**src/rtl/mac_operand_feeder.sv**
```systemverilog
// Operand feeder for the 4-bit signed MAC: buffers host pairs in a FIFO and
// streams one VEC_LEN-pair vector at a time, then waits for the MAC result.
module mac_operand_feeder #(
    parameter int VEC_LEN = 8,
    parameter int DEPTH   = 16,
    parameter int TIMEOUT = 32
) (
    input  logic                     clk,
    input  logic                     reset,
    input  logic                     wr_en,
    input  logic [3:0]               wr_a,
    input  logic [3:0]               wr_b,
    output logic                     full,
    output logic [$clog2(DEPTH):0]   count,
    output logic [3:0]               in_a,
    output logic [3:0]               in_b,
    output logic                     in_valid_a,
    output logic                     in_valid_b,
    input  logic                     out_valid,
    output logic                     busy,
    output logic [7:0]               vec_cnt,
    output logic                     overflow,
    output logic                     timeout_err
);
    localparam int PW = $clog2(DEPTH);
    localparam int CW = PW + 1;
    localparam int TW = $clog2(TIMEOUT) + 1;

    typedef enum logic [1:0] {IDLE, STREAM, WAIT_RES} state_t;

    state_t          r_state, w_nextState;
    logic [7:0]      r_mem [DEPTH];
    logic [PW-1:0]   r_wrPtr, r_rdPtr;
    logic [CW-1:0]   r_count, r_idx, w_countNext;
    logic [TW-1:0]   r_timer;
    logic            r_full, r_valid, r_overflow, r_timeoutErr;
    logic [3:0]      r_inA, r_inB;
    logic [7:0]      r_vecCnt;
    logic            w_push, w_pop, w_result, w_timeout;
    logic            w_vecReady, w_streamDone, w_timerDone;

    assign w_vecReady   = r_count >= CW'(VEC_LEN);
    assign w_streamDone = r_idx == CW'(VEC_LEN);
    assign w_timerDone  = r_timer == TW'(TIMEOUT - 1);
    assign w_push       = wr_en && !r_full;
    assign w_countNext  = r_count + CW'(w_push) - CW'(w_pop);

    always_ff @(posedge clk) begin
        if (reset) r_state <= IDLE;
        else       r_state <= w_nextState;
    end

    always_comb begin
        w_nextState = r_state;
        case (r_state)
            IDLE:     if (w_vecReady) w_nextState = STREAM;
            STREAM:   if (w_streamDone) w_nextState = WAIT_RES;
            WAIT_RES: if (out_valid || w_timerDone) w_nextState = IDLE;
            default:  w_nextState = IDLE;
        endcase
    end

    // A result arriving on the timeout edge takes priority over the error.
    always_comb begin
        w_pop     = 1'b0;
        w_result  = 1'b0;
        w_timeout = 1'b0;
        case (r_state)
            IDLE:     w_pop = w_vecReady;
            STREAM:   w_pop = !w_streamDone;
            WAIT_RES: begin
                w_result  = out_valid;
                w_timeout = !out_valid && w_timerDone;
            end
            default:  ;
        endcase
    end

    always_ff @(posedge clk) begin
        if (!reset && w_push) r_mem[r_wrPtr] <= {wr_a, wr_b};
    end

    always_ff @(posedge clk) begin
        if (reset) begin
            r_wrPtr      <= '0;
            r_rdPtr      <= '0;
            r_count      <= '0;
            r_full       <= 1'b0;
            r_idx        <= '0;
            r_timer      <= '0;
            r_valid      <= 1'b0;
            r_inA        <= '0;
            r_inB        <= '0;
            r_vecCnt     <= '0;
            r_overflow   <= 1'b0;
            r_timeoutErr <= 1'b0;
        end else begin
            if (w_push) r_wrPtr <= r_wrPtr + PW'(1);
            if (w_pop)  r_rdPtr <= r_rdPtr + PW'(1);
            r_count <= w_countNext;
            r_full  <= w_countNext == CW'(DEPTH);
            if (wr_en && r_full) r_overflow <= 1'b1;

            r_valid <= w_pop;
            if (w_pop) begin
                {r_inA, r_inB} <= r_mem[r_rdPtr];
                r_idx          <= (r_state == IDLE) ? CW'(1) : r_idx + CW'(1);
            end

            r_timer <= (r_state == WAIT_RES) ? r_timer + TW'(1) : '0;
            if (w_result)  r_vecCnt     <= r_vecCnt + 8'd1;
            if (w_timeout) r_timeoutErr <= 1'b1;
        end
    end

    assign full        = r_full;
    assign count       = r_count;
    assign in_a        = r_inA;
    assign in_b        = r_inB;
    assign in_valid_a  = r_valid;
    assign in_valid_b  = r_valid;
    assign busy        = r_state != IDLE;
    assign vec_cnt     = r_vecCnt;
    assign overflow    = r_overflow;
    assign timeout_err = r_timeoutErr;
endmodule
```
**config.mk**
```make
export PLATFORM = sky130hd
export DESIGN_NAME = mac_operand_feeder
export DESIGN_NICKNAME = d
export VERILOG_FILES = /design/src/rtl/mac_operand_feeder.sv
export SDC_FILE = /design/constraint.sdc
export NUM_CORES = 1
export LEC_CHECK = 0
export CAP_MARGIN = 20
export CORE_ASPECT_RATIO = 1.4
export CORE_MARGIN = 2
export CORE_UTILIZATION = 44
export DETAILED_ROUTE_END_ITERATION = 16
export PLACE_DENSITY_LB_ADDON = 0.12
export SETUP_SLACK_MARGIN = 0.02
export SLEW_MARGIN = 20
export SYNTH_ARGS = -nofsm -noshare
export SYNTH_HDL_FRONTEND = slang
export SYNTH_SLANG_ARGS = --single-unit
```
**constraint.sdc**
```tcl
create_clock -name clk -period 5.1 [get_ports clk]
set_input_delay 0.765 -clock clk [delete_from_list [all_inputs] [get_ports clk]]
set_output_delay 0.765 -clock clk [all_outputs]
set_load 0.05 [all_outputs]
```
==> results of run 1 <==
## state kept, by name, summed over array words and instances, names as in the netlist, 2 cells and up
name     count
r_wrPtr      4
r_mem      128
r_idx        5
in_b         4
count        5
in_a         4
r_state      2
vec_cnt      8
r_timer      6
r_rdPtr      4
## routing by layer
metal / routed length (µm) / global-route usage (%) / vias to the layer above / part of all wire [%]
met4: 169 / 6.43 / 0 / 1.3
li1: - / - / 1711 / -
met3: 459 / 4.53 / 11 / 3.6
met1: 5290 / 20.2 / 1864 / 41
met2: 6870 / 28.5 / 72 / 54
met5: 0 / 0 / - / 0
## power groups by stage
stage | sequential (mW) | clock [mW] | combinational, mW
global route | 1.73 | 1.39 | 1.24
finish | 1.71 | 1.30 | 1.13
CTS | 1.72 | 1.34 | 1.15
detailed placement | 1.75 | 0 | 1.15
global placement | 1.75 | 0 | 1.14
floorplan | 1.89 | 0 | 0.732
## layout make-up
| type | instances | area, µm² |
|---|---|---|
| fillers | 1314 | 7450 |
| clock buffers | 19 | 433 |
| inverters | 13 | 53.8 |
| repair buffers | 41 | 403 |
| clock inverters | 13 | 164 |
| well taps | 196 | 245 |
| multi-input cells | 227 | 2020 |
| flip-flops and latches | 174 | 4770 |
## worst max-delay path, cell delays in order
cell	delay, ns
clkdlybuf4s50_1	0.47
nor2b_1	0.52
inv_1	0.10
ha_1	0.30
inv_1	0.04
ha_1	0.20
fa_1	0.41
a21o_1	0.20
a21oi_1	0.16
xnor2_1	0.13
nor2_1	0.06
and4_1	0.20
## path summary, 6_finish.rpt
path / from / end / slack (ns)
max reg2reg: count[2] / full / 1.89
min reg2reg: r_timer[0] / r_timer[0] / 0.47
min: r_timer[0] / r_timer[0] / 0.47
max: wr_en / full / 1.85
## cells in the final DEF, fill, tap and decap left out, types with 2 or more instances in the layout
cell type | synthesis | final
o2111ai_1 | 3 | 3
clkdlybuf4s50_1 | 0 | 38
clkinvlp_2 | 0 | 2
nor3b_1 | 3 | 3
inv_1 | 12 | 12
nand3_1 | 5 | 5
bufinv_16 | 0 | 3
nand4_1 | 3 | 3
inv_6 | 0 | 3
a21o_1 | 2 | 2
clkbuf_16 | 0 | 17
clkinvlp_4 | 0 | 2
xor2_1 | 15 | 15
a21oi_1 | 6 | 6
xnor2_1 | 7 | 7
nor2_1 | 63 | 63
edfxtp_1 | 128 | 128
or3_1 | 2 | 2
mux4_2 | 32 | 32
o21ai_1 | 2 | 2
or2_2 | 2 | 2
and4_1 | 2 | 2
clkbuf_1 | 11 | 2
mux2i_1 | 10 | 10
a211oi_1 | 2 | 2
a22oi_1 | 15 | 15
ha_1 | 16 | 16
nand2b_1 | 2 | 2
dfxtp_1 | 46 | 45
nor2b_1 | 5 | 5
clkinv_4 | 1 | 3
nand2_1 | 16 | 16
buf_4 | 2 | 3
## cell families (layout without fill, tap and decap cells)
kind of cell             count (synthesis)  in the layout
adder cells (fa/ha/maj)                 17             17
AO/OA/AOI/OAI                           35             35
AND/OR/NAND/NOR                        111            111
buffers and inverters                   34             86
multiplexers                            42             42
flip-flops                             174            174
XOR/XNOR                                22             22
==> metrics.yaml, run 1 <==
outcome: "completed"
synth_top_family_by_area: "multiplexers"
whs_ns: 0.465
synth-simple-area-share_pct: 7.44
max_freq_mhz: 308
via_count: 3658
comb_power_share_pct: 27.3
worst-setup-path-type: "primary input to flop"
slew_headroom_pct: 36.1
p_clk_share_pct: 31.4
ys.flop_type: "edfxtp_1"
synth.most_common_cell: "edfxtp_1"
synth_top_area_share_pct: 55.2
cts.clk_slew.worst_paths_ns: 0.06
maxSlewViolCount: 0
yosysUniqueCellTypes: 45
placementRows: 54
switchingPower_mw: 1.28
fin_area_um2: 8090
synth_mux_area_share_pct: 11.8
layout.nets: 503
ys_ff_latch: 174
fin_tns_setup_ns: 0
seq_area_frac_synth_pct: 68.5
antennaDiodeCount: 0
yosys.area_share.xor_xnor_pct: 2.77
worstSetupStartpointType: "primary input"
reg2reg_depth: 15
rsz0062_at_grt: "no"
drive_gt1_share_pct: 15.6
drv_cap: 0
finalNonFillerCells: 683
drtAntennaViolNets: 0
drt_drc_violations_left: 0
synthAdderAreaFrac_pct: 3.16
grt_pass1_vias: 3734
setup_viol: 0
crit_required_ns: 5.41
gp_congestion: 0.752
path_max_fanout: 9
wirelength_um: 12800
synth_top_cell_by_area: "edfxtp_1"
antenna_found_initial: 0
finalCritPeriodShare_pct: 63.8
synth.area.top_cells: "edfxtp_1 (55%), dfxtp_1 (13%), mux4_2 (10%)"
worst_slack_ns: 1.85
pin_count: 39
worst_slew_pin_slew_ns: 0.955
die_x_um: 110
clock_path_buffers: 2
hold_buffers: 0
wire_per_inst_um: 18.7
drt_iter0_drc: 198
avgSynthCellArea_um2: 16.0
swShare_pct: 30.8
synth_compound_area_share_pct: 3.92
syn_to_final_growth_pct: 16.3
hold_class: "flop to flop"
total_power_mw: 4.14
drtPass1Iterations: 4
postSynthCellCount: 435
syn-cell-area_um2: 6960
leakage_nw: 2.67
p_int_mw: 2.87
end_kind: "flop"
min_path_cells: 1
crit_arrival_ns: 3.56
synth_edf_count: 128
dp.cells: 651
finalHoldViolCount: 0
fin_worst_skew_ns: 0.00748
cts_num_sinks: 174
grt_first_pass_wirelength_um: 20600
portBuffers: 38
gr-usage-all-layers_pct: 16.8
yosysWarnings: 0
place_ws_ns: 1.41
synth_common_cells: "edfxtp_1 (128), nor2_1 (63), dfxtp_1 (46)"
dp_hpwl_um: 8600
grt_max_degree: 43
start_util_pct: 44.8
cts-resized-gates: 0
cts_tree: "built"
p_seq_share_pct: 41.3
die-area_um2: 16800
grt_overflow: 0
vias_per_cell: 5.36
synth_nets: 464
fin_crit_ns: 3.25
numCtsBuffers: 17
die_y_um: 153
post_cts_buffers: 0
fin_util_pct: 52.1
ctsRootBufferMaster: "clkbuf_16"
ir_drop_mv: 0.333
postPlaceCellArea_um2: 7490
h-tree-depth: 4
synthArstFlopShare_pct: 0
p_per_area_nw_per_um2: 512
clkLatencyLatePin_ns: 0.42
core_area_um2: 15500
No activity file was read; power rests on OpenSTA's default activity.
==> run 2: changes to the inputs <==
- clock period: 5.1 -> 3.3 ns (I/O delays scaled with it)
==> run 2 against run 1 <==
Against the previous run:
- cell count rose by 2.8%
- utilization rose by 0.73 points
- clock skew is 0.0017 ns lower
- count of clock-buffer cells in the layout shrank 1
- die area did not move
- global-route usage increased by 0.33 points
- worst setup slack got worse by 1.5 ns
- clock power increased by 43%
- wire length up 2.1%
- register-to-register slack worse by 1.6 ns
- critical endpoint unchanged
- largest cell class unchanged
==> metrics.yaml, run 2 (synthesized netlist as in run 1, its figures left out) <==
outcome: "completed"
regMostFlops: "r_mem"
p_per_area_nw_per_um2: 772  # +51%
fin_worst_skew_ns: 0.00576  # -0.00172 ns
rsz0062_at_grt: "no"
worst-setup-path-type: "flop to flop"
pin_count: 39  # unchanged
placementRows: 54  # unchanged
worst_slack_ns: 0.309  # -1.54 ns
cts_tree: "built"
drt_drc_violations_left: 0  # unchanged
mostFrequentLayoutCells: "edfxtp_1 (128), nor2_1 (63), dfxtp_1 (43)"
worstSetupStartpointType: "flop"
finalCritPeriodShare_pct: 90.6
finalHoldViolCount: 0  # unchanged
wirelength_um: 13100  # +2.1%
r2r_slack_ns: 0.31  # -1.58 ns
portBuffers: 38  # unchanged
ir_drop_mv: 0.572  # +72%
clock_path_buffers: 2  # unchanged
r2r_start: "count[2]"
max_freq_mhz: 334
hold_buffers: 0  # unchanged
leakage_nw: 2.75  # +3.0%
drtPass1Iterations: 6  # +2
p_clk_share_pct: 29.3  # -2.1 points
switchingPower_mw: 2.00  # +57%
path_max_fanout: 4  # -5
crit_top_cell: "ha_1"
swShare_pct: 31.6  # +0.81 points
maxSlewViolCount: 0  # unchanged
crit_required_ns: 3.62  # -1.79 ns
reg2reg_depth: 15  # unchanged
grt_first_pass_wirelength_um: 21100  # +2.1%
slew_headroom_pct: 62.3  # +26 points
gp_congestion: 0.719  # -4.4%
p_seq_share_pct: 41.6  # +0.3 points
fin_crit_ns: 2.99
clkLatencyLatePin_ns: 0.42  # about the same
post_cts_buffers: 0  # unchanged
layout_commonest_cell: "edfxtp_1"
antennaDiodeCount: 0  # unchanged
setup_viol: 0  # unchanged
drv_cap: 0  # unchanged
dp_hpwl_um: 8960  # +4.3%
grt_overflow: 0  # unchanged
cts.clk_slew.worst_paths_ns: 0.06  # about the same
crit_arrival_ns: 3.31  # -0.25 ns
comb_power_share_pct: 29.1  # +1.8 points
gr-usage-all-layers_pct: 17.1  # +0.33 points
die-area_um2: 16800  # unchanged
start_util_pct: 44.8  # unchanged
drive_gt1_share_pct: 19.0  # +3.4 points
slowest_stage: "or4b_4"
place_ws_ns: 0.173  # -1.23 ns
slowest_delay_ns: 0.48  # -0.04 ns
hold_class: "flop to flop"
vias_per_cell: 5.29  # -1.2%
critPathLaunch: "count[2]"
rr_endpoint: "full"
drt_iter0_drc: 253  # +28%
worstHoldStart: "r_timer[0]"
syn_to_final_growth_pct: 17.9
numCtsBuffers: 17  # unchanged
wire_per_inst_um: 18.6  # -0.64%
die_y_um: 153  # unchanged
end_kind: "flop"
cts_num_sinks: 174  # unchanged
fin_tns_setup_ns: 0  # unchanged
crit_chain: "inv_1 -> ha_1 -> or4b_4 -> a21oi_4 -> nor2_4 -> clkinv_4 -> ha_1 -> inv_1 -> ha_1 -> fa_1 -> a21o_1 -> a21oi_1 -> xnor2_1 -> nor2_1 -> and4_1"
p_int_mw: 4.33  # +51%
via_count: 3713  # +1.5%
grt_max_degree: 40  # -7.0%
core_area_um2: 15500  # unchanged
drtAntennaViolNets: 0  # unchanged
layout.nets: 523  # +4.0%
cts-resized-gates: 0  # unchanged
grt_pass1_vias: 3859  # +3.3%
die_x_um: 110  # unchanged
ctsRootBufferMaster: "clkbuf_16"
h-tree-depth: 4  # unchanged
cp-endpoint: "full"
antenna_found_initial: 0  # unchanged
worst_slew_pin_slew_ns: 0.564  # -0.391 ns
largest_register_ffs: 128  # unchanged
run 2: cell types whose count changed in the layout (fill, tap and decap cells not counted), moves of 2 or more:
cell	change
buf_4	+19
bufinv_16	-2
clkinv_1	+2
clkinvlp_4	+2
dfxtp_1	-2
dfxtp_2	+2
run 2: worst min path at each step:
stage / cells after the start / end / slack (ns)
after floorplan: 1 / r_timer[0] / 0.43
after global placement: 1 / r_timer[0] / 0.45
after detailed placement: 1 / r_timer[0] / 0.46
after CTS: 1 / r_timer[0] / 0.48
after global routing: 1 / r_timer[0] / 0.49
final: 1 / r_timer[0] / 0.47
run 2: layout make-up:
cell class	count	area, µm²
inverters	13	53.8
clock inverters	13	116
flip-flops and latches	174	4770
repair buffers	61	566
well taps	196	245
multi-input cells	227	2020
fillers	1287	7340
clock buffers	18	429
run 2: critical path, delay by kind of cell (launching register included):
| kind | cells | cell delay [ns] |
|---|---|---|
| buffers and inverters | 3 | 0.18 |
| adders and majority gates | 4 | 0.85 |
| DFF | 1 | 0.32 |
| AOI/OAI and AO/OA | 3 | 0.56 |
| and+or+nand+nor | 4 | 0.83 |
| xor gates and xnor gates | 1 | 0.14 |
run 2: power groups by stage:
stage / combinational [mW] / clock (mW) / sequential, mW
detailed placement: 1.84 / 0 / 2.69
CTS: 1.85 / 1.91 / 2.64
global route: 2.02 / 2.00 / 2.66
floorplan: 1.13 / 0 / 2.93
finish: 1.84 / 1.86 / 2.63
global placement: 1.80 / 0 / 2.68
run 2: layer usage:
layer / vias up / global-route usage [%] / share of wire [%]
met3: 18 / 3.81 / 3.1
met1: 1888 / 19.8 / 40
li1: 1750 / - / -
met4: 0 / 6.25 / 1.6
met2: 57 / 30.5 / 55
met5: - / 0 / 0
run 2: through the flow:
stage	util (%)	cell area [µm²]	cells	hold slack, ns	power, mW
2_1_floorplan	-	6960	435	0.430	4.06
3_3_place_gp	49.2	7640	669	0.446	4.48
3_5_place_dp	49.2	7640	669	0.461	4.53
4_1_cts	52.7	8190	700	0.476	6.39
5_1_grt	52.8	8200	702	0.489	6.68
6_report	52.8	8200	702	0.475	6.33
